<file path="config.mk">
export PLATFORM = sky130hd
export DESIGN_NAME = multi_byte_rx
export DESIGN_NICKNAME = d
export VERILOG_FILES = /design/src/rtl/multi_byte_rx_pkg.sv /design/src/rtl/multi_byte_rx_timeout_cnt.sv /design/src/rtl/multi_byte_rx.sv
export SDC_FILE = /design/constraint.sdc
export NUM_CORES = 1
export LEC_CHECK = 0
export ABC_AREA = 1
export CAP_MARGIN = 25
export CORE_ASPECT_RATIO = 0.5
export CORE_MARGIN = 1
export CORE_UTILIZATION = 45
export DETAILED_ROUTE_END_ITERATION = 16
export PLACE_DENSITY = 0.67
export SYNTH_ARGS = -nofsm -noshare
export SYNTH_HDL_FRONTEND = slang
export SYNTH_SLANG_ARGS = --single-unit
</file>
<file path="constraint.sdc">
create_clock -name clk -period 1.65 [get_ports clk]
set_clock_uncertainty 0.05 [all_clocks]
set_input_delay 0.165 -clock clk [delete_from_list [all_inputs] [get_ports clk]]
set_output_delay 0.165 -clock clk [all_outputs]
set_load 0.03 [all_outputs]
</file>
<file path="src/rtl/multi_byte_rx_pkg.sv">
// Shared UART word-assembly definitions: FSM state type and the helpers that
// derive byte-count and counter widths from the word width and timeout.
package multi_byte_rx_pkg;

  typedef enum logic {
    IDLE    = 1'b0,
    COLLECT = 1'b1
  } rx_state_t;

  function automatic int clog2_min1(input int value);
    return (value <= 2) ? 1 : $clog2(value);
  endfunction

  function automatic int nbytes_f(input int data_width);
    return data_width / 8;
  endfunction

  function automatic int bcnt_w_f(input int data_width);
    return clog2_min1(data_width / 8);
  endfunction

  function automatic int tcnt_w_f(input int timeout_cycles);
    return clog2_min1(timeout_cycles);
  endfunction

endpackage

</file>
<file path="src/rtl/multi_byte_rx_timeout_cnt.sv">
// Clearable, enabled inter-byte gap counter with a single-cycle expiry flag.
module rx_timeout_cnt #(
  parameter int LIMIT = 1000,
  parameter int W     = 10
) (
  input  logic clk,
  input  logic rstn,
  input  logic clr,
  input  logic en,
  output logic expired
);

  logic [W-1:0] count_reg;

  always_ff @(posedge clk or negedge rstn) begin
    if (!rstn) begin
      count_reg <= '0;
    end else if (clr) begin
      count_reg <= '0;
    end else if (en) begin
      count_reg <= count_reg + 1'b1;
    end
  end

  // Raised in the cycle whose increment takes the count onto LIMIT-1.
  assign expired = en && !clr && (count_reg == W'(LIMIT - 2));

endmodule

</file>
<file path="src/rtl/multi_byte_rx.sv">
// Packs NBYTES consecutive received bytes into one word; partial words are
// dropped on an inter-byte timeout or a framing error.
module multi_byte_rx
  import multi_byte_rx_pkg::*;
#(
  parameter int DATA_WIDTH     = 32,
  parameter bit MSB_1st        = 1'b1,
  parameter int TIMEOUT_CYCLES = 1_000_000
) (
  input  logic                  clk,
  input  logic                  rstn,
  input  logic                  rx_done,
  input  logic [7:0]            rx_byte,
  input  logic                  rx_frame_err,
  output logic [DATA_WIDTH-1:0] multi_byte_data_out,
  output logic                  multi_byte_rx_done,
  output logic                  rx_busy,
  output logic                  rx_err
);

  localparam int NBYTES = nbytes_f(DATA_WIDTH);
  localparam int BCNT_W = bcnt_w_f(DATA_WIDTH);
  localparam int TCNT_W = tcnt_w_f(TIMEOUT_CYCLES);
  localparam logic [BCNT_W-1:0] LAST_IDX = BCNT_W'(NBYTES - 1);

  rx_state_t             state_reg, state_next;
  logic [BCNT_W-1:0]     bcnt_reg, bcnt_next;
  logic [DATA_WIDTH-1:0] asm_reg, asm_next;
  logic [DATA_WIDTH-1:0] data_reg;
  logic                  done_reg, done_next;
  logic                  err_reg, err_next;
  logic                  busy_reg;
  logic                  load_word;
  logic                  accept, abort, expired;

  assign accept = rx_done && !rx_frame_err;
  assign abort  = rx_done && rx_frame_err;

  rx_timeout_cnt #(
    .LIMIT (TIMEOUT_CYCLES),
    .W     (TCNT_W)
  ) u_tcnt (
    .clk     (clk),
    .rstn    (rstn),
    .clr     (rx_done || (state_reg == IDLE)),
    .en      (state_reg == COLLECT),
    .expired (expired)
  );

  // Each byte lane of the word knows which arrival index it captures.
  generate
    for (genvar gi = 0; gi < NBYTES; gi++) begin : g_lane
      localparam int K = MSB_1st ? (NBYTES - 1 - gi) : gi;
      assign asm_next[8*gi +: 8] = (accept && (bcnt_reg == BCNT_W'(K)))
                                   ? rx_byte : asm_reg[8*gi +: 8];
    end
  endgenerate

  always_comb begin
    state_next = state_reg;
    bcnt_next  = bcnt_reg;
    done_next  = 1'b0;
    err_next   = 1'b0;
    load_word  = 1'b0;
    case (state_reg)
      IDLE: begin
        if (abort) begin
          err_next = 1'b1;
        end else if (accept) begin
          state_next = COLLECT;
          bcnt_next  = BCNT_W'(1);
        end
      end
      COLLECT: begin
        if (abort) begin
          err_next   = 1'b1;
          state_next = IDLE;
          bcnt_next  = '0;
        end else if (accept) begin
          if (bcnt_reg == LAST_IDX) begin
            load_word  = 1'b1;
            done_next  = 1'b1;
            state_next = IDLE;
            bcnt_next  = '0;
          end else begin
            bcnt_next = bcnt_reg + 1'b1;
          end
        end else if (expired) begin
          err_next   = 1'b1;
          state_next = IDLE;
          bcnt_next  = '0;
        end
      end
      default: begin
        state_next = IDLE;
        bcnt_next  = '0;
      end
    endcase
  end

  always_ff @(posedge clk or negedge rstn) begin
    if (!rstn) begin
      state_reg <= IDLE;
      bcnt_reg  <= '0;
      asm_reg   <= '0;
      data_reg  <= '0;
      done_reg  <= 1'b0;
      err_reg   <= 1'b0;
      busy_reg  <= 1'b0;
    end else begin
      state_reg <= state_next;
      bcnt_reg  <= bcnt_next;
      // Leaving COLLECT for any reason empties the assembly register.
      asm_reg   <= (state_next == IDLE) ? '0 : asm_next;
      if (load_word) begin
        data_reg <= asm_next;
      end
      done_reg  <= done_next;
      err_reg   <= err_next;
      busy_reg  <= (state_next == COLLECT);
    end
  end

  assign multi_byte_data_out = data_reg;
  assign multi_byte_rx_done  = done_reg;
  assign rx_busy             = busy_reg;
  assign rx_err              = err_reg;

endmodule
</file>
Yosys cells after proc, flatten, opt, wreduce, memory -nomap -nowiden
Index checks and enable logic that the tools add are counted.
{"block": "classes", "n_addsub": 2, "eq_ne": 7, "mux": 30, "bitwise_logic": 1, "reduce_logical": 14}
{"operator": "$mux W20", "count": 2}
{"operator": "$mux W32", "count": 1}
{"operator": "$mux W8", "count": 4}
{"operator": "$add A20 B1 Y20 const B", "count": 1}
{"operator": "$eq A20 B20 Y1 const B", "count": 1}
{"operator": "$mux W1", "count": 14}
{"operator": "$mux W2", "count": 6}
{"operator": "$logic_and A1 B1 Y1", "count": 8}
{"operator": "$eq A2 B2 Y1 const B", "count": 2}
{"operator": "$ne A2 B2 Y1 const B", "count": 2}
{"operator": "$ne A4 B1 Y1 const B", "count": 1}
{"operator": "$pmux W1 S2", "count": 2}
{"operator": "$pmux W2 S2", "count": 1}
{"operator": "$reduce_and A3 Y1", "count": 1}
{"operator": "$add A2 B1 Y2 const B", "count": 1}
{"operator": "$eq A2 B1 Y1 const B", "count": 1}
{"operator": "$logic_not A1 Y1", "count": 2}
{"operator": "$logic_not A2 Y1", "count": 1}
{"operator": "$reduce_bool A2 Y1", "count": 1}
{"operator": "$logic_or A1 B1 Y1", "count": 1}
{"operator": "$not A1 Y1", "count": 1}
{"block": "totals", "register_bits": 89, "inputBits": 12, "output_inout_bits": 35, "elab_cells": 61}

Longest topological paths before layout
{"block": "depth", "depth_word": 10, "depth_mapped": 11, "mapped_depth_nobuf": 9}

Modules after synthesis
Synthesis repeated with hierarchy kept, for this count alone.
{"block": "hier_totals", "hier_cells": 592, "hier_area_um2": 4291.6}
{"mod": "multi_byte_rx", "n_inst": 1, "cells_each": 410, "area_per_inst_um2": 3029.2, "seq_area_each_um2": 1526.5}
{"mod": "rx_timeout_cnt", "n_inst": 1, "cells_each": 182, "area_per_inst_um2": 1262.5, "seq_area_each_um2": 500.5}

Worst setup path before layout
OpenSTA, ideal clock, no wires.
{"block": "synth_timing", "path_type": "reg-to-reg", "start": "register, netlist name rx_busy", "end": "register asm_reg[12]", "setup_time_ns": 0.122, "arrival_time_ns": 1.419, "t_required_ns": 1.478, "setup_slack_ns": 0.059, "path_stages_with_launch": 9, "path_buffers": 1, "synth_period_minus_slack_ns": 1.591, "path_cell_list": "dfrtp_1 -> inv_1 -> nor2_1 -> nand4_1 -> nand2_1 -> nand2_1 -> nand2_4 -> buf_6 -> nor2_1"}
{"element": "to (signal assigned)", "line_no": "multi_byte_rx.sv:114", "text": "asm_reg <= (state_next == IDLE) ? '0 : asm_next;"}
{"element": "to (decl)", "line_no": "multi_byte_rx.sv:28", "text": "logic [DATA_WIDTH-1:0] asm_reg, asm_next;"}

Worst setup path after layout
{"block": "layout_timing", "start": "register data_reg[9] (netlist: multi_byte_data_out[9])", "end": "output port multi_byte_data_out[9]"}
{"element": "from (decl)", "line_no": "multi_byte_rx.sv:29", "text": "logic [DATA_WIDTH-1:0] data_reg;"}
{"element": "from (signal assigned)", "line_no": "multi_byte_rx.sv:116", "text": "data_reg <= asm_next;"}
{"element": "to (decl)", "line_no": "multi_byte_rx.sv:15", "text": "output logic [DATA_WIDTH-1:0] multi_byte_data_out,"}
No word-level cell between the ends.

==> summary.md <==
| Metric | Value |
|---|---|
| Largest register FFs | 32 |
| Worst Reg-to-Reg Cells | 9 |
| Share of layout cells above drive strength 1 | between 10% and 20% |
| N_diodes | 0 |
| Routed Antenna Nets | 0 |
| CTS sink count | ~80 |
| CP startpoint | multi_byte_data_out[9]$_DFFE_PN0P_ |
| Initial drt markers | 200 |
| Drt first pass iters | 4 |
| WL met3 | between 400 and 500 um |
| Period utilisation layout | just under 100% |
| Clock-pin slew on the worst setup and hold paths | ~0.06 ns |
| Setup tns final | 0 ns |
| Worst-Margin Slew | 0.370 ns |
| RD Place Congestion | 0.891 |
| Cell area after synthesis | 3500 um2 |
| Critical Path AT | around 1.4 ns |
| Place WS | -0.112 ns |
| PwrDens | roughly 1300 nW/um2 |
| Critical Path End | multi_byte_data_out[9] |
| Fmax | approximately 620 MHz |
| Period minus WS final | between 1.5 and 2 ns |
| CTS buffer count | 9 |
| Commonest non-fill, non-tap cells in the layout | dfrtp_1, nor2_1, nand2_1, o21ai_0, clkdlybuf4s50_1 |
| Crit path max-delay cell type | clkdlybuf4s50_1 |
| YS warnings | 0 |
| Initial core utilization | 47.2% |
| Number of global-route vias before repair | 2709 |
| Reg2reg end | asm_reg[8]$_DFF_PN0_ |
| DRC errors left | 0 |
| Crit Path Max Fanout | 2 |
| H-Tree Depth | 3 |
| Delay-heaviest family, CP | buffers and inverters |
| Most common cell after layout, fill and taps aside | dfrtp_1 |
| Die height | 64.4 um |
| Final WS setup | roughly 0.040 ns |
| R2R Setup Slk | 0.11 ns |
| Final Hold Fails | 0 |
| Max-slew violation count | 0 |
| Hold/Removal Path Class | input pin to asynchronous set/reset pin |
| Critical path class | register to output pin |
| Routed via count | roughly 2800 |
| Top Layer Used | met4 |
| Wire per inst | 13.2 um |
| FF-to-FF Start | u_tcnt.count_reg[0]$_DFFE_PN0P_ |
| Total gr overflow | 0 |
| Fill count | 674 |
| Max cap viols | 0 |
| GRT Overall Usage | about a fifth |
| Worst slew margin | between 70 and 80% |
| First-pass GRT wire length | 12.6 mm |
| Synth Instances | 400 |
| Nets | just under 500 |
| DP HPWL | ~5 mm |
| DIE AREA | between 8000 and 9000 um2 |
| Root buffer cell | clkbuf_16 |
| Wl on met1 | 3.58 mm |
| Core Footprint | between 7000 and 8000 um2 |
| Setup violators final | 0 |
| Final wirelength | 7.45 mm |
| Final Util | between 60% and 70% |
| CP Depth | 1 |
| Die X | 127 um |
| WP data required | about 1.4 ns |
| Area after DPL | about 4100 um2 |
| I/O pin count | 47 |
| FP Rows | 22 |
| PortBufs | 46 |
| Cell breakdown of the critical path | clkdlybuf4s50_1 |
| Largest net degree at the start of global routing | 38 |
| Syn_nets | 418 |
| Worst Setup End Kind | output pin |
| Status | finished clean |
| Initial antenna violation count | 0 |
| Startpoint types | register |
| Leak pwr | 0.00203 uW |
| Worst-skew pair later-pin latency | ~0.34 ns |
| Post-layout power | approximately 5700 uW |
| Final instance area | between 4000 and 5000 um2 |
| Register area share after synthesis | between 50 and 60% |
| Via density | ~5 |
| Critical Path Max Stage Delay | around 0.70 ns |
| Max rail drop VDD | about 0.63 mV |
| Area Overhead vs Synth | 28.8% |
| Yosys cell types | 22 |
| CTS tree | done |
| Synth Register Bits | around 80 |
| Routed wl met2 | approximately 3.4 mm |
| Syn_area_per_cell | ~9 um2 |
| CTS max path bufs | 2 |
| Buf/Inv on CP | 1 |
worst min-delay path by stage:
stage                                                      to  slack, ns  depth (start not counted)
final                     multi_byte_data_out[21]$_DFFE_PN0P_       0.24                          2
after global routing      multi_byte_data_out[21]$_DFFE_PN0P_       0.27                          2
after CTS                 multi_byte_data_out[21]$_DFFE_PN0P_       0.24                          2
after detailed placement  multi_byte_data_out[21]$_DFFE_PN0P_       0.06                          1
after global placement    multi_byte_data_out[15]$_DFFE_PN0P_       0.06                          1
after floorplan                         asm_reg[10]$_DFF_PN0_      -0.18                          0
where the power goes:
group          switching (uW)  internal, uW
registers                 152          2260
logic                     903           556
clock network             776          1090
total                    1830          3910
timing repair:
| action | in CTS | in global routing |
|---|---|---|
| hold buffers | 1 | 0 |
| setup endpoints to repair | 4 | 42 |
| pin swaps | 1 | 2 |
| hold endpoints to repair | 25 | 0 |
| setup buffers | 0 | 1 |
| gates cloned | 0 | 3 |
| gates resized for setup | 1 | 10 |
stage by stage:
step | std cells | hold WS [ns]
floorplan | 400 | -0.181
global placement | 545 | 0.0568
detailed placement | 545 | 0.0558
CTS | 561 | 0.239
global route | 565 | 0.271
finish | 565 | 0.242
logic make-up after synthesis:
| kind of cell | share of synthesized area, % |
|---|---|
| XOR/XNOR | 0.250 |
| flip-flops | 57.8 |
| adder cells (fa/ha/maj) | 2.14 |
| AO/OA/AOI/OAI | 11.4 |
| buffers and inverters | 6.14 |
| AND/OR/NAND/NOR | 22.2 |
layer usage:
| layer | GRT usage, % | up-vias |
|---|---|---|
| met5 | 0 | - |
| met4 | 5.80 | 0 |
| met3 | 7.20 | 11 |
| met2 | 31.6 | 49 |
| met1 | 27.2 | 1316 |
| li1 | - | 1415 |
Yosys cell counts:
master | instances | area (um2)
dfrtp_1 | 81 | 2030
nor2_1 | 80 | 300
nand2_1 | 73 | 274
o21ai_0 | 44 | 220
a21oi_1 | 36 | 180
inv_1 | 29 | 109
nor3_1 | 11 | 55.1
nand3_1 | 9 | 45.0
buf_2 | 6 | 30.0
ha_1 | 6 | 75.1
buf_6 | 4 | 45.0
clkbuf_1 | 4 | 15.0
nand4_1 | 4 | 25.0
inv_2 | 3 | 11.3
nand2_4 | 2 | 22.5
nor2_4 | 2 | 22.5
clkbuf_2 | 1 | 5.00
nand3_2 | 1 | 10.0
nor2_2 | 1 | 6.26
nor3_2 | 1 | 10.0
nor3b_1 | 1 | 7.51
xnor2_1 | 1 | 8.76
layout make-up:
| class | instances | area, um2 | share of cell area, % |
|---|---|---|---|
| Timing Repair Buffer | 66 | 638 | 14.1 |
| Tap cell | 96 | 120 | 2.66 |
| Sequential cell | 81 | 2030 | 44.9 |
| Clock inverter | 4 | 28.8 | 0.637 |
| Inverter | 32 | 120 | 2.66 |
| Clock buffer | 11 | 253 | 5.60 |
| Multi-Input combinational cell | 275 | 1330 | 29.4 |
(Power assumes the default switching activity.)
==> RTL edit: new RTL, same settings <==
Set the parameter `MSB_1st` to 1'b0 (it was 1'b1).
--- a/src/rtl/multi_byte_rx.sv
+++ b/src/rtl/multi_byte_rx.sv
@@ -6,3 +6,3 @@
   parameter int DATA_WIDTH     = 32,
-  parameter bit MSB_1st        = 1'b1,
+  parameter bit MSB_1st        = 1'b0,
   parameter int TIMEOUT_CYCLES = 1_000_000
Function: changed (a bounded check fails within 10 cycles, from zero or initial values and one cycle with rstn low).
==> RTL edit against the original RTL <==
Non-clock buffer count grew 1. Sequential cell count unchanged. Register-to-register slack lost 20 ps. Setup slack improved by 6.4 ps. Die area is 1.0% higher. Routed wire length up 2.1%. Total power fell by 5.4%. Area after synthesis is 1.1% higher. Design area increased by 2.5%. Critical endpoint is now rx_busy.
==> RTL edit: results <==
export IMPL_status="complete, no violations"
export IMPL_yosysUniqueCellTypes=25
export IMPL_worst_pin_slew_ps=452
export IMPL_final_min_clock_period_ps=1600
export IMPL_globalplace_congestion=0.885
export IMPL_grt_max_degree=66
export IMPL_swShare_pct=29.4
export IMPL_synth_area_leaders="dfrtp_1 (57%), nor2_1 (8.6%), nand2_1 (7.3%)"
export IMPL_worstPathMaxFanout=3
export IMPL_syn_nets=421
export IMPL_fillCellCount=627
export IMPL_critPathCapture="rx_busy"
export IMPL_synth_xor_area_share_pct=1.24
export IMPL_drtIter0Drc=143
export IMPL_max_stage_delay_ps=680
export IMPL_place_inst=560
export IMPL_synth_top_area_share_pct=57.2
export IMPL_syn_area_per_cell_um2=8.79
export IMPL_placed_area_um2=4210
export IMPL_ir_drop_mv=0.551
export IMPL_routedWlPerCell_um=13.1
export IMPL_finalNetCount=485
export IMPL_p_leak_uw=0.00203
export IMPL_dp_hpwl_mm=5.01
export IMPL_worst_r2r_path_depth=10
export IMPL_drive_above_1_share_pct=11.9
export IMPL_viasPerCell=4.81
export IMPL_holdWs_ps=215
export IMPL_power_density_nw_per_um2=1170
export IMPL_grt_pass1_vias=2577
export IMPL_reg2reg_setup_slack_ps=90
export IMPL_grt_use_total_pct=19.6
[RTL edit: layout make-up]
cell class	count	area [um2]	share of cell area, %
Inverter	32	120	2.60
Sequential cell	81	2030	43.8
Clock buffer	13	260	5.62
Timing Repair Buffer	67	694	15.0
Clock inverter	3	23.8	0.514
Tap cell	108	135	2.92
Multi-Input combinational cell	276	1370	29.5
[RTL edit: logic make-up (layout without fill, tap and decap cells)]
family          after synthesis  in the layout
compound gates               73             73
xor+xnor                      5              5
fa+ha+maj                     6              6
buf+inv                      46            115
flops                        81             81
simple gates                192            192
[RTL edit: layer usage]
layer | GRT usage [%] | vias to the layer above | part of all wire, %
li1 | - | 1431 | -
met1 | 25.4 | 1305 | 48
met2 | 31.4 | 48 | 47
met3 | 5.86 | 8 | 4.4
met4 | 7.59 | 0 | 1.3
met5 | 0 | - | 0
[RTL edit: repair_timing]
action | CTS | global route
hold buffers | 1 | 0
resized for setup | 0 | 16
hold endpoints to repair | 31 | 0
endpoints found under the setup margin | 0 | 29
